$ cat config.mk
export PLATFORM = sky130hd
export DESIGN_NAME = deskew_addr_scan
export DESIGN_NICKNAME = d
export VERILOG_FILES = /design/src/rtl/deskew_addr_scan.sv
export SDC_FILE = /design/constraint.sdc
export NUM_CORES = 1
export LEC_CHECK = 0
export ABC_AREA = 1
export BUFFER_PORTS_ARGS = -buffer_cell sky130_fd_sc_hd__buf_2
export CELL_PAD_IN_SITES_DETAIL_PLACEMENT = 1
export CELL_PAD_IN_SITES_GLOBAL_PLACEMENT = 2
export CORE_ASPECT_RATIO = 0.5
export CORE_MARGIN = 5
export CORE_UTILIZATION = 34
export DETAILED_ROUTE_END_ITERATION = 8
export GPL_ROUTABILITY_DRIVEN = 0
export GPL_TIMING_DRIVEN = 0
export PLACE_DENSITY_LB_ADDON = 0.12
export SYNTH_ARGS = -nofsm -noshare
export SYNTH_HDL_FRONTEND = slang
export SYNTH_SLANG_ARGS = --single-unit
$ cat constraint.sdc
create_clock -name clk -period 4.1 [get_ports clk]
set_clock_uncertainty 0.15 [all_clocks]
set_input_delay 0.41 -clock clk [delete_from_list [all_inputs] [get_ports clk]]
set_output_delay 0.41 -clock clk [all_outputs]
set_load 0.1 [all_outputs]
$ cat src/rtl/deskew_addr_scan.sv
// Frame-scan read-address generator: walks width x height pixels, one address per handshake.
// Optional bound check on emitted addresses is built when DESKEW_ADDR_SCAN_BOUND_CHECK_EN is defined.
module deskew_addr_scan #(
  parameter int ADDR_W    = 17,
  parameter int COORD_W   = 9,
  parameter int MEM_DEPTH = 76800
) (
  input  logic               clk,
  input  logic               rst_n,
  input  logic               start,
  input  logic               sclr,
  input  logic [ADDR_W-1:0]  offset,
  input  logic [COORD_W-1:0] stride,
  input  logic [COORD_W-1:0] width,
  input  logic [COORD_W-1:0] height,
  input  logic [COORD_W-1:0] shift,
  output logic [ADDR_W-1:0]  addr,
  output logic               addr_valid,
  input  logic               addr_ready,
  output logic               busy,
  output logic               done,
  output logic               oob_err
);

  // Handshake: a pixel transfers on any cycle with addr_valid && addr_ready; addr and
  // addr_valid depend only on registered state, so they hold steady while ready is low.

  typedef enum logic {IDLE = 1'b0, RUN = 1'b1} state_t;

  state_t             state, state_next;
  logic [ADDR_W-1:0]  offset_q;
  logic [ADDR_W-1:0]  row_acc;
  logic [COORD_W-1:0] stride_q;
  logic [COORD_W-1:0] width_q;
  logic [COORD_W-1:0] height_q;
  logic [COORD_W-1:0] shift_q;
  logic [COORD_W-1:0] x;
  logic [COORD_W-1:0] y;
  logic               done_q;

  logic xfer;
  logic last_col;
  logic last_row;
  logic size_ok;
  logic start_ok;

  assign xfer     = (state == RUN) && addr_ready && !sclr;
  assign last_col = (x == width_q - COORD_W'(1));
  assign last_row = (y == height_q - COORD_W'(1));
  assign size_ok  = (width != '0) && (height != '0);
  assign start_ok = (state == IDLE) && start && size_ok && !sclr;

  always_ff @(posedge clk or negedge rst_n) begin
    if (!rst_n) state <= IDLE;
    else        state <= state_next;
  end

  always_comb begin
    state_next = state;
    if (sclr) begin
      state_next = IDLE;
    end else begin
      case (state)
        IDLE:    if (start && size_ok) state_next = RUN;
        RUN:     if (addr_ready && last_col && last_row) state_next = IDLE;
        default: state_next = IDLE;
      endcase
    end
  end

  always_comb begin
    addr_valid = (state == RUN);
    busy       = (state == RUN);
  end

  assign addr = offset_q + row_acc + ADDR_W'(shift_q) + ADDR_W'(x);
  assign done = done_q;

  always_ff @(posedge clk or negedge rst_n) begin
    if (!rst_n) begin
      offset_q <= '0;
      row_acc  <= '0;
      stride_q <= '0;
      width_q  <= '0;
      height_q <= '0;
      shift_q  <= '0;
      x        <= '0;
      y        <= '0;
      done_q   <= 1'b0;
    end else if (sclr) begin
      row_acc  <= '0;
      x        <= '0;
      y        <= '0;
      done_q   <= 1'b0;
    end else begin
      done_q <= 1'b0;
      if (state == IDLE && start) begin
        if (size_ok) begin
          offset_q <= offset;
          stride_q <= stride;
          width_q  <= width;
          height_q <= height;
          shift_q  <= shift;
          row_acc  <= '0;
          x        <= '0;
          y        <= '0;
        end else begin
          // Degenerate region: no addresses, but the controller still sees completion.
          done_q <= 1'b1;
        end
      end else if (xfer) begin
        if (!last_col) begin
          x <= x + COORD_W'(1);
        end else if (!last_row) begin
          x       <= '0;
          y       <= y + COORD_W'(1);
          row_acc <= row_acc + ADDR_W'(stride_q);
          shift_q <= shift;
        end else begin
          x       <= '0;
          y       <= '0;
          row_acc <= '0;
          done_q  <= 1'b1;
        end
      end
    end
  end

`ifdef DESKEW_ADDR_SCAN_BOUND_CHECK_EN
  localparam logic [ADDR_W:0] MEM_LIMIT = (ADDR_W+1)'(MEM_DEPTH);

  logic oob_q;

  always_ff @(posedge clk or negedge rst_n) begin
    if (!rst_n)                                   oob_q <= 1'b0;
    else if (start_ok)                            oob_q <= 1'b0;
    else if (xfer && ({1'b0, addr} >= MEM_LIMIT)) oob_q <= 1'b1;
  end

  assign oob_err = oob_q;
`else
  // Constant zero; no comparator is built in this configuration.
  assign oob_err = (MEM_DEPTH < 0);
`endif

endmodule

# ---- Word level (Yosys, flattened, before mapping)
# Index checks and enable logic that the tools add are counted.
dict set report totals {
  wordCells 74
  output_inout_bits 21
  inputBits 58
  register_bits 90
}
dict set report op_classes {
  reduce_logical 18
  muxes 31
  addsub 8
  bitwise_logic 2
  n_eq_ne 5
}
# op n
set op_table {}
lappend op_table {{two-way mux 9 bit} 15}
lappend op_table {{two-way mux 17 bit} 6}
lappend op_table {{adder 17 x 9 -> 17 bit} 3}
lappend op_table {{adder 9 x 1 -> 9 bit (second input constant)} 2}
lappend op_table {{equality test 9 bit} 2}
lappend op_table {{nonzero test 9 bit} 2}
lappend op_table {{subtractor 9 x 1 -> 9 bit (second input constant)} 2}
lappend op_table {{adder 17 bit} 1}
lappend op_table {{two-way mux 1 bit} 9}
lappend op_table {{logical AND 1 bit} 7}
lappend op_table {{AND reduction 3 bit} 2}
lappend op_table {{nonzero test 3 bit} 2}
lappend op_table {{AND reduction 5 bit} 1}
lappend op_table {{nonzero test 2 bit} 2}
lappend op_table {{inequality test 3 bit (second input constant)} 1}
lappend op_table {{inequality test 2 x 1 -> 1 bit (second input constant)} 1}
lappend op_table {{inequality test 2 bit (second input constant)} 1}
lappend op_table {{inverter 1 bit} 2}
lappend op_table {{one-hot mux 1 bit (2 select lines)} 1}
lappend op_table {{AND reduction 2 bit} 1}
lappend op_table {{zero test 1 bit} 1}

# ---- Depth between registers and ports, before layout
# Gate-level depths: netlist of run 1.
dict set report depth {
  ltp_word 7
  mapped_depth 16
  ltp_nobuf 16
}

# ---- Least setup slack after synthesis of run 1
# No wires, ideal clock.
dict set report synth_timing {
  path_kind {register to output}
  from {register row_acc[1]}
  to {output port addr[13]}
  path_buffers 0
  required_ns 3.540
  path_stages_with_launch 16
  path_slack_ns -0.505
  arrival_ns 4.045
  path_cell_list {dfrtp_1 -> inv_1 -> fa_1 -> inv_1 -> fa_1 -> ha_1 -> fa_1 -> nand3_1 -> nand2_1 -> nand2_1 -> nand3_1 -> nand2_1 -> a21oi_1 -> nand3_1 -> nand2_1 -> xor2_1}
}
dict set report synth_between {
  elab_chain_len 3
}
# item line
set synth_lines {}
lappend synth_lines {{from (decl)} 32} ;# logic [ADDR_W-1:0] row_acc;
lappend synth_lines {{from (signal assigned)} 117} ;# row_acc <= row_acc + ADDR_W'(stride_q);
lappend synth_lines {{adder 17 bit} 76} ;# assign addr = offset_q + row_acc + ADDR_W'(shift_q) + ADDR_W'(x);
lappend synth_lines {{adder 17 x 9 -> 17 bit (2 in series)} 76}
lappend synth_lines {{to (decl)} 17} ;# output logic [ADDR_W-1:0] addr,
# Every way passes these cells.

# ---- Final worst setup path of run 1
dict set report layout_timing {
  from {register row_acc[1]}
  to {output port addr[11]}
}
# The elaborated chain is that of the path after synthesis.

==> results by group, run 1 <==
Status
  • Status: finished, final reports clean

Critical path
  • Critical Path AT: 3.45 ns
  • CP required: 3.54 ns
  • Worst-path fanout max: 3
  • CP startpoint kind: flip-flop
  • Crit end category: output port
  • Critical path class: flip-flop to output port

Detailed routing
  • Starting DRT DRC Count: 170
  • DRC viols: 0
  • Routed len/inst: 16.54 um
  • DRT Wirelength: 20.21 mm
  • Final ANT Viol Nets: 0
  • TritonRoute pass-1 iters: 4
  • Vias per cell: 4.785
  • Via count: 5,847

Floorplan
  • Core area: 18,480 um^2
  • Die Height: 107.3 um
  • I/O Pins: 79
  • Die Footprint: 21,960 um^2
  • Die width: 204.6 um
  • Initial Util: 34.84%
  • Row count: 35

Timing
  • Max_slew headroom: 44.91%
  • Worst slew pin tran: 0.8263 ns
  • F_max: 249.3 MHz
  • PnR worst setup slack: 0.08903 ns
  • Final count of hold timing violations: 0
  • Setup TNS: 0 ns
  • RSZ-0062 raised after global routing: yes
  • Min cycle time layout: 4.011 ns
  • Max-slew violation count: 0
  • Period utilization: 97.83%
  • Endpoints failing setup: 0

Clock tree
  • Worst-path clk slew: 0.07 ns
  • Max Buffers Root-to-Sink: 2
  • CTS Buf Count: 9
  • Worst skew pair latency: 0.36 ns
  • TritonCTS clock tree: yes
  • Root cell of the clock tree: clkbuf_16
  • H-tree levels: 3
  • Clk sink count: 90

Logic synthesis
  • Mapped Nets: 978
  • Number of synthesized flops with an enable pin: 0
  • Mapped Cells: 858
  • Syn avg cell area: 7.504 um^2
  • Synth cell types: 40
  • Sequential area share after synthesis: 34.98%
  • Number of synthesized register bits: 90
  • Ranking of synthesized cells by area: dfrtp_1 35%, nand2_1 16%, ha_1 8.4%
  • Cell with the most instances after synthesis: nand2_1
  • Share of flip-flops with an asynchronous set or reset: 100.0%
  • Top cells by count, synth: 283 x nand2_1, 99 x inv_1, 90 x dfrtp_1
  • Synth area leader: dfrtp_1
  • Ys Warns: 0
  • Top_reg_cell synth: dfrtp_1
  • Synthesized cell area: 6439 um^2
  • Synth top area share: 34.98%

Final layout
  • Final Cell Area: 7871 um^2
  • Fill count: 2,320
  • Nets: 1,077
  • Final cell count without fillers: 1,222
  • Reg area: 2252 um^2
  • Layout cells sized above 1: 17.78%
  • Multi-input logic area: 3943 um^2
  • Layout area overhead: 22.25%
  • Final design utilization: 42.59%

Run
  • Max Cap Viol: 0

Global routing
  • Largest net degree at the start of global routing: 66
  • GRT Overall Usage: 18.92%
  • Initial antenna violation count: 0
  • GR Overflow Total: 0
  • First-pass GRT wire length: 32.49 mm
  • Vias in the first global route: 6,160

Min path
  • Hold Path Class: input pin to flip-flop

Pwr
  • Maximum vdd ir drop: 0.8208 mV
  • Pwr Density: 641.5 nW/um^2
  • Leakage dissipation: 0.004059 uW

Placement
  • Port Buffers: 77
  • Dpl cell area: 7261 um^2
  • HPWL Detailed: 16.02 mm
  • Pre-CTS setup slack: -0.1381 ns
  • Post-Place Cells: 1,195
[final timing paths]
check | startpoint | to | slack (ns) | depth (start not counted)
worst max-delay path | row_acc[1]$_DFFE_PN0P_ | addr[11] | 0.09 | 15
worst min-delay path | stride[0] | stride_q[0]$_DFFE_PN0P_ | 0.10 | 3
worst max register to register | addr_valid$_DFF_PN0_ | width_q[8]$_DFFE_PN0P_ | 1.44 | 7
worst min register to register | shift_q[2]$_DFFE_PN0P_ | shift_q[2]$_DFFE_PN0P_ | 0.32 | 2
max in group asynchronous | rst_n | height_q[7]$_DFFE_PN0P_ | 2.74 | 3
min in group asynchronous | rst_n | offset_q[0]$_DFFE_PN0P_ | 0.38 | 2
[kinds of logic (layout without fill, tap and decap cells)]
| kind of cell | after synthesis | count (layout) | synth area share (%) |
|---|---|---|---|
| buffers and inverters | 122 | 226 | 7.579 |
| multiplexers | 1 | 1 | 0.1555 |
| AO/OA/AOI/OAI | 79 | 79 | 6.704 |
| AND/OR/NAND/NOR | 461 | 461 | 30.55 |
| other | 1 | 2 | 0.05824 |
| adder cells (fa/ha/maj) | 62 | 62 | 14.26 |
| XOR/XNOR | 42 | 42 | 5.713 |
| flip-flops | 90 | 90 | 34.98 |
[state kept, by name (all words and copies together), names as in the netlist]
| name | flops |
|---|---|
| addr_valid | 1 |
| done | 1 |
| height_q | 9 |
| offset_q | 17 |
| row_acc | 17 |
| shift_q | 9 |
| stride_q | 9 |
| width_q | 9 |
| x | 9 |
| y | 9 |
[layer usage]
metal / GRT usage, % / part of all wire (%)
met4: 2.580 / 0.59
met1: 27.55 / 51
met5: 0 / 0
met3: 3.582 / 4.8
met2: 30.13 / 44
[cell type report]
type	count	area share (%)
inverters	103	4.912
clock inverters	4	0.6517
repair buffers	88	7.169
flip-flops and latches	90	28.61
multi-input cells	646	50.09
well taps	259	4.117
plain buffers	19	1.288
diodes	1	0.03179
clock buffers	12	3.131
[power breakdown]
part | switching, uW | total [uW] | internal [uW]
Clock | 373 | 863 | 490
Sequential | 112 | 1120 | 1010
Combinational | 2240 | 3060 | 819
Total | 2730 | 5050 | 2320
[placed cells by master (no fill, tap or decap), drive strengths merged, types with 2 or more instances in the layout]
cell / netlist / routed
a21oi: 29 / 29
buf: 12 / 99
clkbuf: 7 / 19
clkinv: 0 / 2
dfrtp: 90 / 90
fa: 19 / 19
ha: 43 / 43
inv: 103 / 103
nand2: 287 / 287
nand3: 60 / 60
nand3b: 2 / 2
nand4: 20 / 20
nor2: 78 / 78
nor3: 11 / 11
o21ai: 44 / 44
xnor2: 13 / 13
xor2: 29 / 29
[critical path: stages (launching register included)]
cell and delay (ns):
dfrtp_1 0.38, inv_2 0.07, fa_1 0.52, inv_2 0.05, fa_1 0.48, ha_4 0.20
fa_2 0.41, nand3_2 0.08, nand2_2 0.08, nand2_2 0.09, nand3_4 0.08, nand2_4 0.08
a21oi_4 0.07, buf_4 0.14, xor2_2 0.17, buf_12 0.20
[per-stage QoR]
step	power (uW)	hold WS [ns]
finish	5049	0.1026
global route	5373	0.09677
CTS	4906	0.09150
global placement	3890	0.3053
floorplan	3443	-0.03559
detailed placement	3938	0.2175
[timing repair]
item                                   4_1_cts  5_1_grt
buffers inserted                             2        7
pin swaps                                    3       11
setup endpoints to repair                   10        8
cloned                                       0        0
gates resized for setup                     26       33
hold buffers                                 1        0
endpoints found under the hold margin       25        0
No activity file was read; power rests on OpenSTA's default activity.
==> run 2, diff against run 1 <==
ABC_AREA = unset   (was 1)
SETUP_SLACK_MARGIN = 0.15   (was unset)
clock period = 3.48 ns   (was 4.1 ns; I/O delays follow)
==> run 2 against run 1 <==
Compared with the run above:
- the run now ends with setup timing left
- highest routed layer unchanged
- global-route usage down 2.4 points
- worst setup slack lost 0.89 ns
- register-to-register slack worse by 1.1 ns
- final cell count fell by 21%
- sequential share of layout area is 1.4 points lower
- wire length fell by 15%
- final area rose by 5.3%
- critical path type unchanged
- area after synthesis fell by 2.8%
==> results by group, run 2 <==
Floorplan
  • Initial Util: 34.28%
  • Die Footprint: 21,390 um^2
  • Die width: 201.9 um
  • I/O Pins: 79
  • Core area: 18,260 um^2
  • Row count: 35
  • Die Height: 105.9 um

Final layout
  • Layout area overhead: 32.38%
  • Antenna Diode Count: 0
  • Final design utilization: 45.38%
  • Biggest regs: offset_q: 17 flops, row_acc: 17 flops
  • Final cell count without fillers: 967
  • Nets: 842
  • Commonest cells after routing, fill and taps aside: 90 x dfrtp_1, 66 x buf_2, 54 x mux2_2, 48 x inv_1, 37 x nand2_1
  • Most common cell after layout, fill and taps aside: dfrtp_1
  • Fill count: 1,979
  • Layout cells sized above 1: 38.38%

Logic synthesis
  • Synth top area share: 35.98%
  • Mapped Cells: 601
  • Synthesized cell area: 6260 um^2
  • Share of flip-flops with an asynchronous set or reset: 100.0%
  • Synth cell types: 78
  • Cell with the most instances after synthesis: dfrtp_1
  • Sequential area share after synthesis: 35.98%
  • Number of synthesized flops with an enable pin: 0
  • Top_reg_cell synth: dfrtp_1
  • Top cells by count, synth: 90 x dfrtp_1, 61 x inv_1, 54 x mux2_2
  • Synth area leader: dfrtp_1
  • Number of synthesized register bits: 90
  • Ys Warns: 0
  • Ranking of synthesized cells by area: dfrtp_1 36%, mux2_2 9.7%, ha_1 8.6%
  • Syn avg cell area: 10.42 um^2
  • Mapped Nets: 721

Timing
  • PnR worst setup slack: -0.7967 ns
  • Worst slew pin tran: 0.9838 ns
  • RSZ-0062 raised after global routing: yes
  • Final count of hold timing violations: 0
  • Max_slew headroom: 33.97%
  • Min cycle time layout: 4.277 ns
  • Period utilization: 122.9%
  • Endpoints failing setup: 13
  • Max-slew violation count: 0
  • F_max: 233.8 MHz

Critical path
  • CP Buf/Inv Count: 4
  • CP startpoint kind: flip-flop
  • Worst-path fanout max: 4
  • CP required: 2.98 ns
  • Crit end category: output port
  • Family with the most delay on the worst path: adder cells
  • CP peak stage delay: 0.53 ns
  • Sequence of cells on the critical path: inv_2, fa_1, inv_1, fa_1, ha_4, fa_2, a21o_1, a21oi_4, nor2b_4, o22ai_2, buf_6, o21bai_1, a21oi_2, xnor2_4, buf_12
  • Critical Path AT: 3.78 ns
  • Crit-path slowest cell: fa_1
  • Crit-path most repeated cell: fa_1
  • Critical path class: flip-flop to output port

Detailed routing
  • Final ANT Viol Nets: 0
  • DRC viols: 0
  • DRT Wirelength: 17.16 mm
  • Max Used Layer: met4
  • Vias per cell: 4.963
  • Met3 wire len: 431 um
  • Met1 Wirelength: 8.946 mm
  • Starting DRT DRC Count: 155
  • TritonRoute pass-1 iters: 4
  • Via count: 4,799
  • Met2 wire len: 7.668 mm
  • Routed len/inst: 17.75 um

Status
  • Status: complete, but fails checks
  • Violated checks: setup timing

Placement
  • Post-Place Cells: 919
  • HPWL Detailed: 12.93 mm
  • Port Buffers: 77
  • Pre-CTS setup slack: -0.9993 ns

Global routing
  • GRT Overall Usage: 16.53%
  • GR Overflow Total: 0
  • Largest net degree at the start of global routing: 56
  • Initial antenna violation count: 0
  • Vias in the first global route: 5,149
  • First-pass GRT wire length: 28.17 mm

Clock tree
  • Root cell of the clock tree: clkbuf_16
  • TritonCTS clock tree: yes
  • Worst skew pair latency: 0.35 ns
  • CTS Buf Count: 9
  • Clk sink count: 90
  • Worst-path clk slew: 0.06 ns
  • H-tree levels: 3
  • Max Buffers Root-to-Sink: 2

Run
  • Max Cap Viol: 0

Min path
  • Hold Path Class: input pin to flip-flop
==> run 2: cell types whose count changed after synthesis, moves of 17 or more <==
cell,previous run,this run
a21o_1,1,18
inv_1,99,61
mux2_2,0,54
nand2_1,283,37
nand3_1,59,18
nor2_1,71,28
o21ai_0,37,10
xnor2_1,13,35
==> run 2: timing repair <==
item	in CTS	in global routing
setup endpoints to repair	19	24
hold buffers	1	0
setup buffers	20	11
hold endpoints to repair	54	0
pin swaps	33	27
gates resized for setup	86	26
==> run 2: metal layers <==
layer / track usage, % / vias up
li1: - / 2354
met1: 24.49 / 2390
met2: 25.32 / 46
met3: 3.505 / 9
met4: 2.632 / 0
met5: 0 / -
==> run 2: cells by family (layout without fill, tap and decap cells) <==
group	after synthesis	count (layout)	share of synthesized area [%]
buf+inv	76	202	5.277
compound gates	118	118	14.43
xor+xnor	50	50	6.996
other cells	1	1	0.05991
flops	90	90	35.98
simple gates	149	149	12.71
mux	54	54	9.714
fa+ha+maj	63	63	14.83
==> run 2: worst register-to-register path: cells and delay by family, from the launching register on <==
kind	cells	cell delay, ns
AOI/OAI and AO/OA	6	1.86
adders and majority gates	1	0.28
buffers and inverters	1	0.15
DFF	1	0.39
and+or+nand+nor	1	0.18
==> run 2: path summary, 6_finish.rpt <==
kind                                         start                        to  slack [ns]  depth (start not counted)
max in group asynchronous                    rst_n    shift_q[0]$_DFFE_PN0P_        2.03                          3
min in group asynchronous                    rst_n  offset_q[13]$_DFFE_PN0P_        0.45                          2
min reg2reg                 shift_q[5]$_DFFE_PN0P_    shift_q[5]$_DFFE_PN0P_        0.36                          1
min                                       shift[3]    shift_q[3]$_DFFE_PN0P_        0.08                          2
max                        offset_q[1]$_DFFE_PN0P_                  addr[11]       -0.80                         15
max reg2reg                 row_acc[1]$_DFFE_PN0P_   row_acc[13]$_DFFE_PN0P_        0.37                          9
==> run 2: layout make-up <==
cell class	instances	area [um^2]	share of cell area [%]
Tap cell	240	300.3	3.624
Buffer	15	102.6	1.238
Clock buffer	10	239.0	2.884
Timing Repair Buffer	110	895.9	10.81
Inverter	61	229.0	2.763
Multi-Input combinational cell	435	4188	50.54
Clock inverter	6	80.08	0.9663
Sequential cell	90	2252	27.18
==> run 2: stage by stage <==
stage,TNS [ns],instance area [um^2],hold slack [ns]
after CTS,-6.247,8078,0.05879
after detailed placement,-7.050,7266,0.3172
final,-7.170,8287,0.07948
after global placement,-6.901,7243,0.3383
after global routing,-9.153,8287,0.06633
after floorplan,-3.101,6558,-0.09759
Power of run 2 is left out: the tool's default activity adds up to more than one toggle a clock period on the data nets, which glitch-free logic cannot reach.
==> run 3, diff against run 2 <==
MAX_ROUTING_LAYER = met4   (was unset)
==> run 3 against run 2 <==
Compared with the run above:
- the flow still finishes with violations (setup timing)
- sequential share of layout area did not move
- hold slack got worse by 0.0025 ns
- fmax barely moved
- final cell count did not move
- global-route usage rose by 0.47 points
- wire length rose by 0.12%
- register-to-register slack barely moved
- die area did not move
- critical path type unchanged
- highest routed layer unchanged
==> results by group, run 3 (synthesized netlist as in run 2, its figures left out) <==
Final layout
  • Layout cells sized above 1: 38.38%
  • Layout area overhead: 32.38%
  • Most common cell after layout, fill and taps aside: dfrtp_1
  • Antenna Diode Count: 0
  • Commonest cells after routing, fill and taps aside: 90 x dfrtp_1, 66 x buf_2, 54 x mux2_2, 48 x inv_1, 37 x nand2_1
  • Nets: 842
  • Biggest regs: offset_q: 17 flops, row_acc: 17 flops

Global routing
  • GRT Overall Usage: 17.00%
  • Initial antenna violation count: 0
  • Vias in the first global route: 5,149
  • GR Overflow Total: 0
  • Largest net degree at the start of global routing: 56
  • First-pass GRT wire length: 28.16 mm

Status
  • Status: complete, but fails checks
  • Violated checks: setup timing

Floorplan
  • Initial Util: 34.28%
  • Core area: 18,260 um^2
  • Die Footprint: 21,390 um^2
  • Die width: 201.9 um
  • Die Height: 105.9 um
  • I/O Pins: 79
  • Row count: 35

Detailed routing
  • TritonRoute pass-1 iters: 4
  • DRC viols: 0
  • DRT Wirelength: 17.18 mm
  • Vias per cell: 4.987
  • Routed len/inst: 17.77 um
  • Via count: 4,822
  • Final ANT Viol Nets: 0
  • Starting DRT DRC Count: 144

Timing
  • Worst slew pin tran: 0.9016 ns
  • Max_slew headroom: 38.34%
  • Min cycle time layout: 4.276 ns
  • RSZ-0062 raised after global routing: yes
  • Period utilization: 122.9%
  • Final count of hold timing violations: 0
  • F_max: 233.9 MHz
  • Max-slew violation count: 0
  • Hold slack: 0.07693 ns
  • PnR worst setup slack: -0.7956 ns
  • Endpoints failing setup: 13

Critical path
  • Critical path class: flip-flop to output port
  • Critical path startpoint: offset_q[1]$_DFFE_PN0P_
  • CP startpoint kind: flip-flop
  • Crit end category: output port
  • CP peak stage delay: 0.53 ns
  • Critical Path AT: 3.78 ns
  • Worst-path fanout max: 4
  • Crit-path slowest cell: fa_1
  • CP required: 2.98 ns
  • Reg-to-Reg Start: row_acc[1]$_DFFE_PN0P_
  • Sequence of cells on the critical path: inv_2, fa_1, inv_1, fa_1, ha_4, fa_2, a21o_1, a21oi_4, nor2b_4, o22ai_2, buf_6, o21bai_1, a21oi_2, xnor2_4, buf_12
  • Crit-path most repeated cell: fa_1

Clock tree
  • CTS Buf Count: 9
  • Worst skew pair latency: 0.35 ns
  • Worst-path clk slew: 0.07 ns
  • Root cell of the clock tree: clkbuf_16
  • H-tree levels: 3
  • Max Buffers Root-to-Sink: 2
  • TritonCTS clock tree: yes
  • Clk sink count: 90

Placement
  • HPWL Detailed: 12.93 mm
  • Port Buffers: 77

Min path
  • Hold wc startpoint: shift[7]
  • Hold Path Class: input pin to flip-flop

Run
  • Max Cap Viol: 0
==> run 3: cell counts in the layout (fill, tap and decap cells not counted) <==
No cell type changed its count.
==> run 3: cell type report <==
class / count / area (um^2)
Fill cell: 1979 / 9975
Multi-Input combinational cell: 435 / 4188
Sequential cell: 90 / 2252
Timing Repair Buffer: 110 / 895.9
Tap cell: 240 / 300.3
Clock buffer: 10 / 239.0
Inverter: 61 / 229.0
Buffer: 15 / 102.6
Clock inverter: 6 / 80.08
==> run 3: metrics by stage <==
| step | utilization [%] | TNS [ns] | setup slack [ns] | cell area, um^2 | std cells |
|---|---|---|---|---|---|
| after floorplan | - | -3.101 | -0.5491 | 6558 | 601 |
| after global placement | 39.66 | -6.901 | -1.011 | 7243 | 918 |
| after detailed placement | 39.79 | -7.050 | -0.9993 | 7266 | 919 |
| after CTS | 44.23 | -6.247 | -0.7710 | 8078 | 956 |
| after global routing | 45.38 | -9.162 | -0.9571 | 8287 | 967 |
| final | 45.38 | -7.200 | -0.7956 | 8287 | 967 |
==> run 3: final timing paths <==
path | to | slack (ns) | cells after the start
worst max-delay path | addr[11] | -0.80 | 15
worst max register to register | row_acc[13]$_DFFE_PN0P_ | 0.38 | 9
worst min-delay path | shift_q[7]$_DFFE_PN0P_ | 0.08 | 2
min in group asynchronous | offset_q[13]$_DFFE_PN0P_ | 0.45 | 2
worst min register to register | shift_q[5]$_DFFE_PN0P_ | 0.36 | 1
max in group asynchronous | shift_q[0]$_DFFE_PN0P_ | 2.03 | 3
==> run 3: worst max-delay path: cells and delay by family (launching register included) <==
family | cells | cell delay, ns
flops | 1 | 0.37
simple gates | 1 | 0.06
compound gates | 5 | 0.88
buf+inv | 4 | 0.43
fa+ha+maj | 4 | 1.55
xor+xnor | 1 | 0.16
==> run 3: layer usage <==
| layer | global-route usage (%) | vias to the layer above | routed length [um] |
|---|---|---|---|
| li1 | - | 2355 | - |
| met1 | 24.51 | 2422 | 9018 |
| met2 | 25.37 | 36 | 7685 |
| met3 | 3.414 | 9 | 355 |
| met4 | 2.632 | 0 | 121 |
| met5 | - | - | 0 |
==> run 3: timing repair <==
| item | in CTS | in global routing |
|---|---|---|
| hold endpoints to repair | 54 | 0 |
| setup endpoints to repair | 19 | 24 |
| gates resized for setup | 86 | 26 |
| hold buffers | 1 | 0 |
| buffers inserted | 20 | 11 |
| gates cloned | 0 | 0 |
| pin swaps | 33 | 27 |
Power of run 3 is left out for the same reason.
